**src/rtl/uart_tx_arb.sv**
```systemverilog
`default_nettype none
// ============================================================================
// Module      : uart_tx_arb
// Description : Round-robin arbiter sharing one UART transmitter between
//               NUM_REQ requesters. A three-state FSM (IDLE/SEND/WAIT)
//               captures the winner's byte, strobes tx_send for one cycle,
//               then waits for tx_done before acknowledging the winner and
//               moving the round-robin pointer past it.
//
// Ports       : clk       - clock, rising edge
//               rst       - asynchronous active-high reset
//               req       - per-requester transmit request
//               req_data  - requester i's byte in slice i
//               gnt       - one-hot owner of the transmitter
//               ack       - one-cycle completion pulse to the owner
//               err       - one-cycle completion-timeout pulse
//               tx_data   - byte presented to the transmitter
//               tx_send   - one-cycle start strobe to the transmitter
//               tx_busy   - transmitter is shifting
//               tx_done   - transmitter finished the stop bit
//
// Options     : `define UART_TX_ARB_TIMEOUT_EN adds a WAIT-state watchdog
//               that forces completion (ack + err) after TIMEOUT_CYCLES.
//               Without it err is tied low and WAIT exits only on tx_done.
//
// Revision    : 1.0 - initial release
// ============================================================================
module uart_tx_arb #(
    parameter int NUM_REQ         = 4,
    parameter int UART_DATA_WIDTH = 8,
    parameter int TIMEOUT_CYCLES  = 4096
) (
    input  logic                               clk,
    input  logic                               rst,
    input  logic [NUM_REQ-1:0]                 req,
    input  logic [NUM_REQ*UART_DATA_WIDTH-1:0] req_data,
    output logic [NUM_REQ-1:0]                 gnt,
    output logic [NUM_REQ-1:0]                 ack,
    output logic                               err,
    output logic [UART_DATA_WIDTH-1:0]         tx_data,
    output logic                               tx_send,
    input  logic                               tx_busy,
    input  logic                               tx_done
);

    localparam int                   c_IDX_W = $clog2(NUM_REQ);
    localparam logic [c_IDX_W:0]     c_NUM   = (c_IDX_W+1)'(NUM_REQ);
    localparam logic [c_IDX_W-1:0]   c_LAST  = c_IDX_W'(NUM_REQ-1);
    localparam logic [NUM_REQ-1:0]   c_ONE   = NUM_REQ'(1);

    typedef enum logic [1:0] {
        S_IDLE = 2'd0,
        S_SEND = 2'd1,
        S_WAIT = 2'd2
    } state_t;

    state_t                     r_state;
    logic [c_IDX_W-1:0]         r_rr_ptr;
    logic [c_IDX_W-1:0]         r_winner;
    logic [NUM_REQ-1:0]         r_gnt;
    logic [NUM_REQ-1:0]         r_ack;
    logic [UART_DATA_WIDTH-1:0] r_data;
    logic                       r_send;

    logic [UART_DATA_WIDTH-1:0] w_slot [NUM_REQ];
    logic [c_IDX_W-1:0]         w_winner;
    logic [c_IDX_W:0]           w_sum;
    logic [c_IDX_W-1:0]         w_ptr_next;
    logic                       w_timeout;
    logic                       w_finish;

    // Unpack the flat request bus into per-requester bytes.
    genvar gi;
    generate
        for (gi = 0; gi < NUM_REQ; gi++) begin : g_slot
            assign w_slot[gi] = req_data[gi*UART_DATA_WIDTH +: UART_DATA_WIDTH];
        end
    endgenerate

    // Round-robin search: scan offsets from the highest down so the lowest
    // offset above rr_ptr (with wrap) is the last, and therefore winning, hit.
    always_comb begin
        w_winner = '0;
        w_sum    = '0;
        for (int k = NUM_REQ-1; k >= 0; k--) begin
            w_sum = {1'b0, r_rr_ptr} + (c_IDX_W+1)'(k);
            if (w_sum >= c_NUM) begin
                w_sum = w_sum - c_NUM;
            end
            if (req[w_sum[c_IDX_W-1:0]]) begin
                w_winner = w_sum[c_IDX_W-1:0];
            end
        end
    end

    assign w_ptr_next = (r_winner == c_LAST) ? '0 : r_winner + 1'b1;

`ifdef UART_TX_ARB_TIMEOUT_EN
    localparam int                 c_WD_W    = $clog2(TIMEOUT_CYCLES+1);
    localparam logic [c_WD_W-1:0]  c_WD_LAST = c_WD_W'(TIMEOUT_CYCLES-1);

    logic [c_WD_W-1:0] r_wd;
    logic              r_err;

    assign w_timeout = (r_wd == c_WD_LAST);
    assign err       = r_err;
`else
    assign w_timeout = 1'b0;
    assign err       = 1'b0;
`endif

    // tx_done wins over a simultaneous timeout because err is only raised
    // when tx_done is absent.
    assign w_finish = tx_done || w_timeout;

    always_ff @(posedge clk or posedge rst) begin
        if (rst) begin
            r_state  <= S_IDLE;
            r_rr_ptr <= '0;
            r_winner <= '0;
            r_gnt    <= '0;
            r_ack    <= '0;
            r_data   <= '0;
            r_send   <= 1'b0;
`ifdef UART_TX_ARB_TIMEOUT_EN
            r_wd     <= '0;
            r_err    <= 1'b0;
`endif
        end else begin
            r_ack  <= '0;
            r_send <= 1'b0;
`ifdef UART_TX_ARB_TIMEOUT_EN
            r_err  <= 1'b0;
`endif
            case (r_state)
                S_IDLE: begin
                    if ((|req) && !tx_busy) begin
                        r_state  <= S_SEND;
                        r_winner <= w_winner;
                        r_gnt    <= c_ONE << w_winner;
                        r_data   <= w_slot[w_winner];
                        r_send   <= 1'b1;
                    end
                end
                S_SEND: begin
                    r_state <= S_WAIT;
`ifdef UART_TX_ARB_TIMEOUT_EN
                    r_wd    <= '0;
`endif
                end
                S_WAIT: begin
                    if (w_finish) begin
                        r_state  <= S_IDLE;
                        r_ack    <= r_gnt;
                        r_gnt    <= '0;
                        r_rr_ptr <= w_ptr_next;
`ifdef UART_TX_ARB_TIMEOUT_EN
                        r_err    <= !tx_done;
`endif
                    end
`ifdef UART_TX_ARB_TIMEOUT_EN
                    else begin
                        r_wd <= r_wd + 1'b1;
                    end
`endif
                end
                default: begin
                    r_state <= S_IDLE;
                    r_gnt   <= '0;
                end
            endcase
        end
    end

    assign gnt     = r_gnt;
    assign ack     = r_ack;
    assign tx_data = r_data;
    assign tx_send = r_send;

endmodule
`default_nettype wire

```
**config.mk**
```make
export PLATFORM = sky130hd
export DESIGN_NAME = uart_tx_arb
export DESIGN_NICKNAME = d
export VERILOG_FILES = /design/src/rtl/uart_tx_arb.sv
export SDC_FILE = /design/constraint.sdc
export NUM_CORES = 1
export LEC_CHECK = 0
export ABC_CLOCK_PERIOD_IN_PS = 1500
export BUFFER_PORTS_ARGS = -buffer_cell sky130_fd_sc_hd__buf_2
export CAP_MARGIN = 30
export CORE_AREA = 3 3 61 63
export DETAILED_ROUTE_END_ITERATION = 12
export DIE_AREA = 0 0 64 66
export GPL_TIMING_DRIVEN = 0
export HOLD_SLACK_MARGIN = 0.08
export PLACE_DENSITY = 0.81
export SETUP_SLACK_MARGIN = 0.05
export SYNTH_ARGS = -nofsm -noshare
export SYNTH_HDL_FRONTEND = slang
export SYNTH_SLANG_ARGS = --single-unit
```
**constraint.sdc**
```tcl
create_clock -name clk -period 1.5 [get_ports clk]
set_input_delay 0.15 -clock clk [delete_from_list [all_inputs] [get_ports clk]]
set_output_delay 0.15 -clock clk [all_outputs]
set_load 0.01 [all_outputs]
```
==> flow_summary_export.csv <==
group,metric,value,unit
clock_network,cts_root_buffer,"clkbuf_4",
setup_path,critical_path.max_fanout,6,
setup_path,criticalPathCategory,"flop to flop",
sta,finalHoldWorstSlack,0.126,ns
hold_path,min-delay-start,"tx_done",
detailed_routing,viasPerCell,5.12,
yosys,synth_cell_type_count,34,
sta,worst_slack,-0.213,ns
setup_path,rrSetupSlack,-0.21,ns
detailed_routing,wl_met3,196,µm
place,port_buffers,56,
hold_path,holdPathStages,3,
global_routing,grt_overflow_total,0,
cells_and_area,drive_gt1_share,48.5,%
sta,setup_tns,-1.70,ns
setup_path,arrival,1.95,ns
yosys,syn_area_per_cell,10.3,µm²
sta,setup_viol,10,
power,powerDensity,1640,mW/mm²
sta,slew-limit-headroom,41.4,%
cells_and_area,n_fill_cell,288,
run_status,status,"finished, violations left",
floorplanning,die_w,64,µm
power,peakVddDrop,0.000711,V
sta,final.min_clock_period,1.71,ns
detailed_routing,drt_first_pass_iters,4,
hold_path,min_to,"r_state[1]$_DFFE_PP0P_",
floorplanning,die_y,66,µm
run_status,failed_checks,"setup timing",
detailed_routing,wl_met1,1490,µm
yosys,synth_enable_flop_cells,0,
cells_and_area,final_cell_area,0.00187,mm²
setup_path,rr_startpoint,"r_rr_ptr[1]$_DFFE_PP0P_",
sta,maxSlewViolCount,0,
clock_network,htree_levels,1,
setup_path,r2r_end,"tx_data[0]$_DFFE_PP0P_",
sta,grt_setup_unrepaired,"true",
detailed_routing,routed.top_layer,"met4",
detailed_routing,drc,0,
yosys,synth_flop_cell,"dfrtp_1",
floorplanning,io_pins,58,
detailed_routing,wl_met2,1810,µm
detailed_routing,drtIter0Drc,70,
power,p_leak,0.000936,µW
floorplanning,dieArea,0.00422,mm²
yosys,ys_warn_count,0,
sta,fmax,584,MHz
clock_network,cts_buffer_depth,2,
yosys,yosysMostFrequentCell,"dfrtp_1",
yosys,yosysTopAreaCellShare,44.5,%
floorplanning,initial_core_util,39.4,%
clock_network,cts_tree,"yes",
cells_and_area,post-route-util,56.8,%
sta,tightest_slew,0.878,ns
detailed_routing,wl_per_cell,14.2,µm
yosys,syn-cell-area,0.00129,mm²
place,gp_congestion,0.807,
place,dpl.hpwl,2380,µm
floorplanning,row_count,21,
cells_and_area,syn_to_final_growth,44.3,%
global_routing,grt_first_pass_wirelength,5740,µm
yosys,syn_nets,166,
sta,fin_crit_sh,114,%
hold_path,hp-class,"input port to flop",
yosys,synthCells,125,
sta,finalHoldViolCount,0,
clock_network,cts_buffers,3,
place,placed_area,0.00163,mm²
global_routing,grt_pass1_vias,1261,
setup_path,rr_worst_depth,8,
cells_and_area,insertedDiodeCount,0,
setup_path,cp.required,1.73,ns
setup_path,critPathCaptureType,"flop",
cells_and_area,layout.nets,242,
detailed_routing,postRouteAntennaNets,0,
yosys,ys_ff_latch,23,
yosys,synth-seq-area-share,44.5,%
flow_run,cap_violations,0,
floorplanning,core_area,0.00328,mm²
detailed_routing,routed-via-count,1260,
power,power,3070,µW
sta,worst_clock_skew,0.00304,ns
setup_path,start_kind,"flop",
yosys,post-synth-top-area-cell,"dfrtp_1",
detailed_routing,wirelength,3500,µm
clock_network,cts_sinks,23,
yosys,synth_commonest_cells,"23 x dfrtp_1, 13 x nand2_1, 10 x o21ai_0, 9 x mux2i_1",
yosys,synth_area_leaders,"dfrtp_1 44%, mux2i_1 7.0%, a211o_1 5.4%",
global_routing,grt_use_total,17.5,%
clock_network,clk_pin_slew,0.12,ns
global_routing,grt_max_degree,24,
clock_network,clkLatencyLatePin,0.31,ns
global_routing,grt_antenna_before_repair,0,
yosys,synthArstFlopShare,100,%
==> registers in the layout, summed over array words and instances (netlist names) <==
signal,cells
r_state,2
r_rr_ptr,2
tx_data,8
r_winner,2
tx_send,1
ack,4
gnt,4
==> worst max-delay path by stage <==
stage | endpoint | start | slack [ns] | depth (start not counted)
3_3_place_gp | tx_data[3]$_DFFE_PP0P_ | r_rr_ptr[1]$_DFFE_PP0P_ | -0.14 | 7
6_report | tx_data[0]$_DFFE_PP0P_ | r_rr_ptr[1]$_DFFE_PP0P_ | -0.21 | 8
2_1_floorplan | tx_data[0]$_DFFE_PP0P_ | r_rr_ptr[1]$_DFFE_PP0P_ | -0.05 | 7
5_1_grt | tx_data[6]$_DFFE_PP0P_ | r_rr_ptr[1]$_DFFE_PP0P_ | -0.29 | 8
4_1_cts | tx_data[4]$_DFFE_PP0P_ | r_rr_ptr[1]$_DFFE_PP0P_ | -0.18 | 8
3_5_place_dp | tx_data[3]$_DFFE_PP0P_ | r_rr_ptr[1]$_DFFE_PP0P_ | -0.18 | 8
==> critical path, stage by stage (launching register included) <==
cell and delay [ns]:
dfrtp_1 0.37, buf_6 0.13, mux2i_4 0.26, o22a_1 0.19
buf_6 0.14, buf_4 0.12, nand3_1 0.08, a211o_1 0.26
o211ai_1 0.09
==> cell type report <==
class                   instances  area (µm²)  area share, %
inverters                       5        18.8           1.01
plain buffers                   9        86.3           4.62
repair buffers                 71         427           22.9
clock buffers                   4        26.3           1.41
well taps                      46        57.6           3.08
multi-input cells              88         676           36.2
flip-flops and latches         23         576           30.8
==> timing repair <==
item | CTS | global route
gates resized for setup | 7 | 12
hold endpoints to repair | 23 | 0
hold buffers | 1 | 0
setup buffers | 10 | 3
gates cloned | 1 | 0
endpoints found under the setup margin | 14 | 14
pin swaps | 3 | 8
==> metrics by stage <==
stage / std cells / setup slack, ns
6_report: 246 / -0.213
2_1_floorplan: 125 / -0.0453
4_1_cts: 243 / -0.175
3_3_place_gp: 227 / -0.144
5_1_grt: 246 / -0.295
3_5_place_dp: 227 / -0.176
==> cells in the final DEF, fill, tap and decap left out, types with 2 or more instances in the layout <==
| cell type | synthesis | final |
|---|---|---|
| buf_2 | 2 | 57 |
| dfrtp_1 | 23 | 23 |
| nand2_1 | 13 | 12 |
| buf_4 | 1 | 11 |
| o21ai_0 | 10 | 10 |
| a211o_1 | 8 | 8 |
| o211ai_1 | 8 | 8 |
| buf_6 | 3 | 7 |
| mux2i_1 | 9 | 7 |
| nand3_1 | 8 | 6 |
| inv_1 | 4 | 4 |
| nor2_1 | 4 | 4 |
| and2_1 | 4 | 4 |
| o21a_1 | 3 | 3 |
| clkbuf_4 | 0 | 3 |
| clkbuf_1 | 2 | 2 |
| a21oi_1 | 2 | 2 |
| o22ai_4 | 1 | 2 |
| nand3_2 | 0 | 2 |
| a22o_1 | 2 | 2 |
| o21ai_2 | 0 | 2 |
==> power by group <==
group | switching [µW] | internal [µW] | leakage (µW)
registers | 156 | 861 | 0.000295
clock network | 178 | 104 | 0.0000150
logic | 875 | 896 | 0.000627
==> kinds of logic after synthesis <==
kind of cell               count (synthesis)  share of synthesized area, %
muxes                                     10                          7.83
adders and majority gates                  1                         0.967
DFF                                       23                          44.5
buffers and inverters                     14                          7.54
other                                      1                         0.290
AOI/OAI and AO/OA                         41                          24.3
and+or+nand+nor                           35                          14.6
==> per-layer routing <==
metal  global-route usage, %  vias to the layer above
met5                       0                        -
met4                    3.50                        0
met3                    3.40                        5
met2                    32.5                       48
met1                    20.8                      604
li1                        -                      603
Power figures use the tool's default switching activity.
